### config.mk
export PLATFORM = sky130hd
export DESIGN_NAME = gpio_bus_arbiter
export DESIGN_NICKNAME = d
export VERILOG_FILES = /design/src/rtl/gpio_bus_arbiter.sv
export SDC_FILE = /design/constraint.sdc
export NUM_CORES = 1
export LEC_CHECK = 0
export ABC_CLOCK_PERIOD_IN_PS = 4200
export CAP_MARGIN = 20
export CORE_MARGIN = 3
export CORE_UTILIZATION = 47
export DETAILED_ROUTE_END_ITERATION = 7
export GPL_ROUTABILITY_DRIVEN = 0
export PLACE_DENSITY = 0.86
export SLEW_MARGIN = 25
export SYNTH_ARGS = -nofsm -noshare
export SYNTH_HDL_FRONTEND = slang
export SYNTH_SLANG_ARGS = --single-unit
### constraint.sdc
create_clock -name clk -period 4.2 [get_ports clk]
set_input_delay 1.05 -clock clk [delete_from_list [all_inputs] [get_ports clk]]
set_output_delay 1.05 -clock clk [all_outputs]
set_load 0.005 [all_outputs]
### src/rtl/gpio_bus_arbiter.sv
// gpio_bus_arbiter
//   Shares the single GPIO register port (BUSW / BUSWDATA / BUSRDATA / REGSEL)
//   among NREQ requesters. One requester is granted per IDLE cycle, its command
//   is sequenced onto the GPIO port (ISSUE, plus CAPTURE for reads) and a
//   one-cycle ack with read data / error is returned in RESP.
//
//   Optional feature macro: GPIO_ARB_FIXED_PRI_EN
//     defined   -> fixed priority, lowest index wins
//     undefined -> round-robin starting after the last granted requester
//
//   Every output is driven from a register. Reset is synchronous, active high.

module gpio_bus_arbiter #(
  parameter int NREQ = 4
) (
  input  logic                clk,
  input  logic                rst,
  input  logic [NREQ-1:0]     req,
  input  logic [NREQ-1:0]     we,
  input  logic [2*NREQ-1:0]   sel,
  input  logic [8*NREQ-1:0]   wdata,
  output logic [NREQ-1:0]     ack,
  output logic [7:0]          rdata,
  output logic                err,
  output logic                busy,
  output logic [2:0]          gnt_id,
  output logic                gpio_busw,
  output logic [1:0]          gpio_regsel,
  output logic [7:0]          gpio_wdata,
  input  logic [7:0]          gpio_rdata
);

  typedef enum logic [1:0] {
    ST_IDLE    = 2'd0,
    ST_ISSUE   = 2'd1,
    ST_CAPTURE = 2'd2,
    ST_RESP    = 2'd3
  } state_t;

  state_t              state_r;
  logic                cmd_we_r;
  logic [1:0]          cmd_sel_r;

  logic [2:0]          win_s;
  logic                any_req_s;
  logic [NREQ-1:0]     we_sh_s;
  logic [2*NREQ-1:0]   sel_sh_s;
  logic [8*NREQ-1:0]   wdata_sh_s;
  logic                win_we_s;
  logic [1:0]          win_sel_s;
  logic [7:0]          win_wdata_s;
  logic [NREQ-1:0]     grant_oh_s;
  logic                wr_err_s;

`ifdef GPIO_ARB_FIXED_PRI_EN
  // Lowest requesting index wins; scanning downwards lets the lowest overwrite.
  function automatic logic [2:0] fixed_pick(input logic [NREQ-1:0] r);
    logic [2:0]      pick;
    logic [NREQ-1:0] rot;
    pick = 3'd0;
    for (int k = NREQ - 1; k >= 0; k--) begin
      rot  = r >> k;
      pick = rot[0] ? 3'(k) : pick;
    end
    return pick;
  endfunction
`else
  logic [2:0] last_gnt_r;

  // Search starts at last+1 and wraps; scanning from the farthest candidate
  // towards the nearest lets the nearest requester overwrite the pick.
  function automatic logic [2:0] rr_pick(input logic [NREQ-1:0] r,
                                         input logic [2:0]      last);
    logic [2:0]      pick;
    logic [NREQ-1:0] rot;
    int              idx;
    pick = 3'd0;
    for (int k = NREQ; k >= 1; k--) begin
      idx  = int'(last) + k;
      idx  = (idx >= NREQ) ? (idx - NREQ) : idx;
      rot  = r >> idx;
      pick = rot[0] ? 3'(idx) : pick;
    end
    return pick;
  endfunction
`endif

  // Pick the arbitration winner and extract its command fields.
  always_comb begin
`ifdef GPIO_ARB_FIXED_PRI_EN
    win_s = fixed_pick(req);
`else
    win_s = rr_pick(req, last_gnt_r);
`endif
    any_req_s   = |req;
    we_sh_s     = we >> win_s;
    sel_sh_s    = sel >> {win_s, 1'b0};
    wdata_sh_s  = wdata >> {win_s, 3'b000};
    win_we_s    = we_sh_s[0];
    win_sel_s   = sel_sh_s[1:0];
    win_wdata_s = wdata_sh_s[7:0];
    grant_oh_s  = {{(NREQ-1){1'b0}}, 1'b1} << gnt_id;
    wr_err_s    = cmd_we_r & (cmd_sel_r < 2'b10);
  end

  // Sequencer: grant, drive the GPIO port, capture read data, acknowledge.
  always_ff @(posedge clk) begin
    if (rst) begin
      state_r     <= ST_IDLE;
      cmd_we_r    <= 1'b0;
      cmd_sel_r   <= 2'b00;
      ack         <= '0;
      rdata       <= 8'h00;
      err         <= 1'b0;
      busy        <= 1'b0;
      gnt_id      <= 3'd0;
      gpio_busw   <= 1'b0;
      gpio_regsel <= 2'b00;
      gpio_wdata  <= 8'h00;
`ifndef GPIO_ARB_FIXED_PRI_EN
      last_gnt_r  <= 3'(NREQ - 1);
`endif
    end else begin
      case (state_r)
        ST_IDLE: begin
          ack <= '0;
          err <= 1'b0;
          if (any_req_s) begin
            state_r     <= ST_ISSUE;
            busy        <= 1'b1;
            gnt_id      <= win_s;
            cmd_we_r    <= win_we_s;
            cmd_sel_r   <= win_sel_s;
            gpio_busw   <= win_we_s;
            gpio_regsel <= win_sel_s;
            gpio_wdata  <= win_wdata_s;
`ifndef GPIO_ARB_FIXED_PRI_EN
            last_gnt_r  <= win_s;
`endif
          end else begin
            state_r     <= ST_IDLE;
            busy        <= 1'b0;
            gpio_busw   <= 1'b0;
            gpio_regsel <= 2'b00;
            gpio_wdata  <= 8'h00;
          end
        end

        ST_ISSUE: begin
          if (cmd_we_r) begin
            // Writes complete here; writes to the read-only PIN slots are
            // still forwarded (GPIO ignores them) but flagged with err.
            state_r     <= ST_RESP;
            ack         <= grant_oh_s;
            err         <= wr_err_s;
            rdata       <= 8'h00;
            gpio_busw   <= 1'b0;
            gpio_regsel <= 2'b00;
            gpio_wdata  <= 8'h00;
          end else begin
            // GPIO registers its read data at the end of ISSUE, so keep the
            // select steady for one more cycle and capture next.
            state_r     <= ST_CAPTURE;
            gpio_busw   <= 1'b0;
          end
        end

        ST_CAPTURE: begin
          state_r     <= ST_RESP;
          ack         <= grant_oh_s;
          err         <= 1'b0;
          rdata       <= gpio_rdata;
          gpio_busw   <= 1'b0;
          gpio_regsel <= 2'b00;
          gpio_wdata  <= 8'h00;
        end

        ST_RESP: begin
          state_r     <= ST_IDLE;
          ack         <= '0;
          err         <= 1'b0;
          busy        <= 1'b0;
          gpio_busw   <= 1'b0;
          gpio_regsel <= 2'b00;
          gpio_wdata  <= 8'h00;
        end

        default: begin
          state_r     <= ST_IDLE;
          ack         <= '0;
          err         <= 1'b0;
          busy        <= 1'b0;
          gpio_busw   <= 1'b0;
          gpio_regsel <= 2'b00;
          gpio_wdata  <= 8'h00;
        end
      endcase
    end
  end

endmodule

==> results.cfg, run 1 <==
[synth]
yosysMostFrequentCell = nor2_1
synthTopCellsByCount = nor2_1, dfxtp_1, mux2i_1
async_reset_ff_share_pct = 0
synth_fp_nets = 308
synth_edf_count = 0
ys.flop_type = dfxtp_1
avgSynthCellArea_um2 = 8.65
yosysWarnings = 0
synth_area_um2 = 2100
ys_top_cells_by_area = dfxtp_1, mux2i_1, nor2_1
yosys.area.top_type_share_pct = 32.4
syn_inst = 243
ys_types = 48
synth_top_area_cell = dfxtp_1
ys_ff_latch = 34
synth-seq-area-share_pct = 32.4

[flow_run]
cap_viol_max_count = 0

[global_routing]
grt_max_degree = 27
antenna_found_initial = 0
grt_pass1_vias = 2100
grt_pass1_wl_um = 9800
overflow = 0
grt_usage_pct = 23.4

[floorplanning]
initial_core_util_pct = 50.7
dieArea_um2 = 5310
rows = 23
chipWidth_um = 72.9
ios = 86
core_area_um2 = 4140
die_y_um = 72.9

[cells_and_area]
finalNetCount = 392
final_area_um2 = 3070
fillCellCount = 326
ff_latch_area_um2 = 681
multi_input_area_um2 = 1330
num_antenna_cells = 0
area_delta_synth_final_pct = 46.3
drive_gt1_share_pct = 8.84

[routing]
dr.pass1.iters = 4
drtIter0Drc = 118
wirelength_um = 6250
vias_per_cell = 5.77
postRouteAntennaNets = 0
drt-wirelength-per-cell_um = 16.5
drc = 0
via_count = 2182

[setup_path]
crit_required_ps = 4380
end_kind = flip-flop
start_kind = primary input
critPathArrivalTime_ps = 3760
rr_startpoint = last_gnt_r[1]
r2r_cells = 9
critPathKind = in -> reg
cp_max_fo = 13
r2r-end = gpio_busw
r2r_setup_slack_ps = 1010

[clock_tree]
cts.root.buffer_cell = clkbuf_8
cts_resized = 0
post-cts-setup-buffers = 0
cts.path.max_buffers = 2
cts_tree = built
postCtsHoldBufs = 0
cts_max_level = 2
clkLatencyLatePin_ps = 290
clk_pin_slew_ps = 70
numCtsBuffers = 5
cts_sinks = 34

[timing]
tightest_slew_ps = 893
rsz0062_at_grt = false
clock_skew_ps = 12.0
fmax_mhz = 279
slew_viol_final = 0
setup_viol = 0
timing.final.crit_share_pct = 85.4
max_slew_margin_pct = 40.5
fin_setup_tns_ps = 0
layout_min_cycle_time_ps = 3590
hold_viol_final = 0

[placed_design]
hpwl_um = 4600
dpl_cell_area_um2 = 2980
port_buffers = 85

[min_path]
worstHoldEndpoint = err
min_path_cells = 2
hp-class = reg -> reg
hp-start = err

[pwr]
power_uw = 1840
leakage_uw = 0.00121
max-vdd-ir-drop_uv = 332
power_density_nw_per_um2 = 600

[outcome]
status = finished, final reports clean
-- how the worst max path moves through the flow --
stage / start / end / slack (ps) / depth (start not counted)
floorplan: last_gnt_r[0] / cmd_we_r / 1390 / 11
global placement: req[3] / gpio_wdata[7] / 480 / 8
detailed placement: req[2] / gpio_busw / 420 / 8
CTS: req[2] / gpio_busw / 630 / 8
global route: req[2] / gpio_busw / 390 / 8
finish: req[2] / gpio_busw / 610 / 8
-- report_power, final --
part	total (uW)	switching (uW)	leakage [uW]	internal, uW
sequential	474	64.5	0.000279	409
combinational	1120	590	0.000881	528
clock	253	120	0.0000482	132
-- cells by family (layout without fill, tap and decap cells) --
family / after synthesis / count (layout) / share of synthesized area, %
simple gates: 87 / 87 / 20.1
compound gates: 68 / 68 / 23.8
buf+inv: 18 / 103 / 4.17
flops: 34 / 34 / 32.4
mux: 29 / 29 / 15.4
fa+ha+maj: 7 / 7 / 4.17
-- metrics by stage --
step / hold WS (ps) / cells / util [%] / worst slack (ps)
6_report: 495 / 378 / 74.2 / 614
5_1_grt: 513 / 378 / 74.2 / 389
3_5_place_dp: 475 / 370 / 72.0 / 418
2_1_floorplan: 467 / 243 / - / 1390
4_1_cts: 495 / 378 / 74.2 / 630
3_3_place_gp: 458 / 370 / 72.0 / 482
-- cells in the final DEF, fill, tap and decap left out, types with 2 or more instances in the layout --
| cell | netlist | routed |
|---|---|---|
| a211oi_1 | 2 | 2 |
| a21oi_1 | 17 | 17 |
| a22oi_1 | 9 | 9 |
| a32oi_1 | 2 | 2 |
| buf_4 | 2 | 5 |
| clkbuf_8 | 0 | 6 |
| clkdlybuf4s50_1 | 0 | 85 |
| dfxtp_1 | 34 | 34 |
| ha_1 | 7 | 7 |
| inv_1 | 5 | 5 |
| mux2_2 | 2 | 2 |
| mux2i_1 | 24 | 24 |
| mux4_2 | 2 | 2 |
| nand2_1 | 12 | 12 |
| nand2b_1 | 4 | 4 |
| nand3_1 | 2 | 2 |
| nand3b_1 | 4 | 4 |
| nor2_1 | 44 | 44 |
| nor2b_1 | 4 | 4 |
| nor3_1 | 5 | 5 |
| nor3b_1 | 2 | 2 |
| o211ai_1 | 18 | 18 |
| o21ai_1 | 1 | 2 |
| o21bai_1 | 2 | 2 |
| o221ai_1 | 2 | 2 |
| o22ai_1 | 4 | 4 |
| or3_1 | 2 | 2 |
-- per-layer routing --
metal | track usage (%) | vias up | wire length, um
met4 | 10.5 | 0 | 208
met5 | 0 | - | 0
met3 | 6.75 | 21 | 462
met2 | 37.4 | 94 | 2970
met1 | 29.2 | 1002 | 2610
li1 | - | 1065 | -
-- sequential cells by signal, summed over array words and instances, names as in the netlist, 2 cells and up --
| name | cells |
|---|---|
| state_r | 2 |
| last_gnt_r | 2 |
| gpio_regsel | 2 |
| rdata | 8 |
| gnt_id | 3 |
| gpio_wdata | 8 |
| ack | 4 |
-- critical path, cell delays in order --
cell and delay, ps:
clkdlybuf4s50_1 610, mux4_2 340, o21ai_2 80, o22ai_2 710
mux2i_1 260, o221ai_1 130, mux2_4 320, nor4_2 260
-- area by class of cell --
cell class                 count  share of cell area (%)
timing repair buffer          90                    28.9
sequential                    34                    22.1
multi-input combinational    191                    43.3
clock buffer                   7                    2.81
clock inverter                 1                   0.163
inverter                       5                   0.611
tap                           50                    2.04
No activity file was read; power rests on OpenSTA's default activity.
==> run 2: changes to the inputs <==
Settings changed: PLACE_DENSITY 0.86 to 0.83.
==> results.cfg, run 2 (synthesis gave the netlist of run 1 again) <==
[outcome]
status = finished, final reports clean

[floorplanning]
initial_core_util_pct = 50.7
rows = 23
core_area_um2 = 4140
chipWidth_um = 72.9
ios = 86
dieArea_um2 = 5310
die_y_um = 72.9

[cells_and_area]
finalNetCount = 391
drive_gt1_share_pct = 9.17
ff_latch_area_um2 = 681
fillCellCount = 344
multi_input_area_um2 = 1340
mostFrequentLayoutCells = clkdlybuf4s50_1, nor2_1, dfxtp_1
reg_top3 = gpio_wdata x8, rdata x8, ack x4
num_antenna_cells = 0
final_area_um2 = 3090
layout_commonest_cell = clkdlybuf4s50_1
area_delta_synth_final_pct = 47.2

[clock_tree]
numCtsBuffers = 5
cts.path.max_buffers = 2
cts_resized = 0
clk_pin_slew_ps = 80
cts_sinks = 34
cts_tree = built
post-cts-setup-buffers = 0
cts_max_level = 2
postCtsHoldBufs = 0
cts.root.buffer_cell = clkbuf_8
clkLatencyLatePin_ps = 290

[timing]
rsz0062_at_grt = false
hold_viol_final = 0
fin_setup_tns_ps = 0
clock_skew_ps = 7.89
max_slew_margin_pct = 40.7
worst_slack_ps = 705
tightest_slew_ps = 889
setup_viol = 0
timing.final.crit_share_pct = 83.2
fmax_mhz = 286
slew_viol_final = 0
layout_min_cycle_time_ps = 3500

[routing]
dr.pass1.iters = 4
vias_per_cell = 5.85
drc = 0
wirelength_um = 6240
drt-wirelength-per-cell_um = 16.5
drtIter0Drc = 166
via_count = 2205
postRouteAntennaNets = 0

[placed_design]
port_buffers = 85
dpl_cell_area_um2 = 2980
hpwl_um = 4700
pre_cts_slack_ps = 414

[pwr]
pwr-share-comb_pct = 58.7
power_switching_share_pct = 41.3
intPower_uw = 1110
leakage_uw = 0.00121
power_density_nw_per_um2 = 610
max-vdd-ir-drop_uv = 418
switchingPower_uw = 779
clock_power_share_pct = 16.4
p_seq_share_pct = 25.0

[global_routing]
use_met2_pct = 39.2
antenna_found_initial = 0
grt_max_degree = 27
overflow = 0
top_usage_layer = met2
grt_pass1_vias = 2125
grt_usage_pct = 24.1
met1_usage_pct = 29.9
grt_pass1_wl_um = 10000
use_met3_pct = 8.13

[setup_path]
end_kind = flip-flop
cp_max_fo = 13
path_cells = clkdlybuf4s50_1, mux4_2, o21ai_2, o22ai_2, mux2i_1, o221ai_1, mux2_4, a211oi_2
cp_slowest_stage_delay_ps = 710
start_kind = primary input
critPathKind = in -> reg
crit_slowest_cell = o22ai_2
crit_required_ps = 4420
critPathArrivalTime_ps = 3720

[min_path]
hp-class = reg -> reg

[flow_run]
cap_viol_max_count = 0
==> run 2: power groups by stage <==
stage,Clock (uW),Sequential (uW),Combinational (uW)
floorplan,0,473,781
global placement,0,475,1070
detailed placement,0,476,1100
CTS,312,470,1110
global route,328,482,1220
finish,309,471,1110
==> run 2: worst paths after layout <==
path / end / slack [ps] / depth (start not counted) / startpoint
min: gpio_regsel[0] / 480 / 2 / gpio_regsel[0]
max: cmd_we_r / 700 / 8 / req[2]
max reg2reg: cmd_we_r / 1010 / 9 / last_gnt_r[1]
min reg2reg: gpio_regsel[0] / 480 / 2 / gpio_regsel[0]
==> run 2: critical path, delay by kind of cell <==
| family | cells | cell delay [ps] |
|---|---|---|
| buf+inv | 1 | 610 |
| mux | 3 | 930 |
| compound gates | 4 | 1140 |
==> run 2: layout make-up <==
| cell class | count | share of cell area, % |
|---|---|---|
| clock inverters | 3 | 1.46 |
| well taps | 50 | 2.02 |
| multi-input cells | 191 | 43.2 |
| flip-flops and latches | 34 | 22.0 |
| inverters | 5 | 0.607 |
| repair buffers | 89 | 28.5 |
| clock buffers | 5 | 2.22 |
==> run 2: per-layer routing <==
layer	vias up	share of wire, %
met5	-	0
met4	0	1.9
met3	14	8.4
met2	97	49
met1	1029	41
li1	1065	-
==> run 2: metrics by stage <==
stage / power (uW) / utilization (%) / hold slack [ps] / std cells
CTS: 1890 / 74.6 / 480 / 377
detailed placement: 1580 / 71.9 / 462 / 369
finish: 1890 / 74.6 / 480 / 377
floorplan: 1250 / - / 467 / 243
global route: 2030 / 74.6 / 516 / 377
global placement: 1550 / 71.8 / 455 / 369
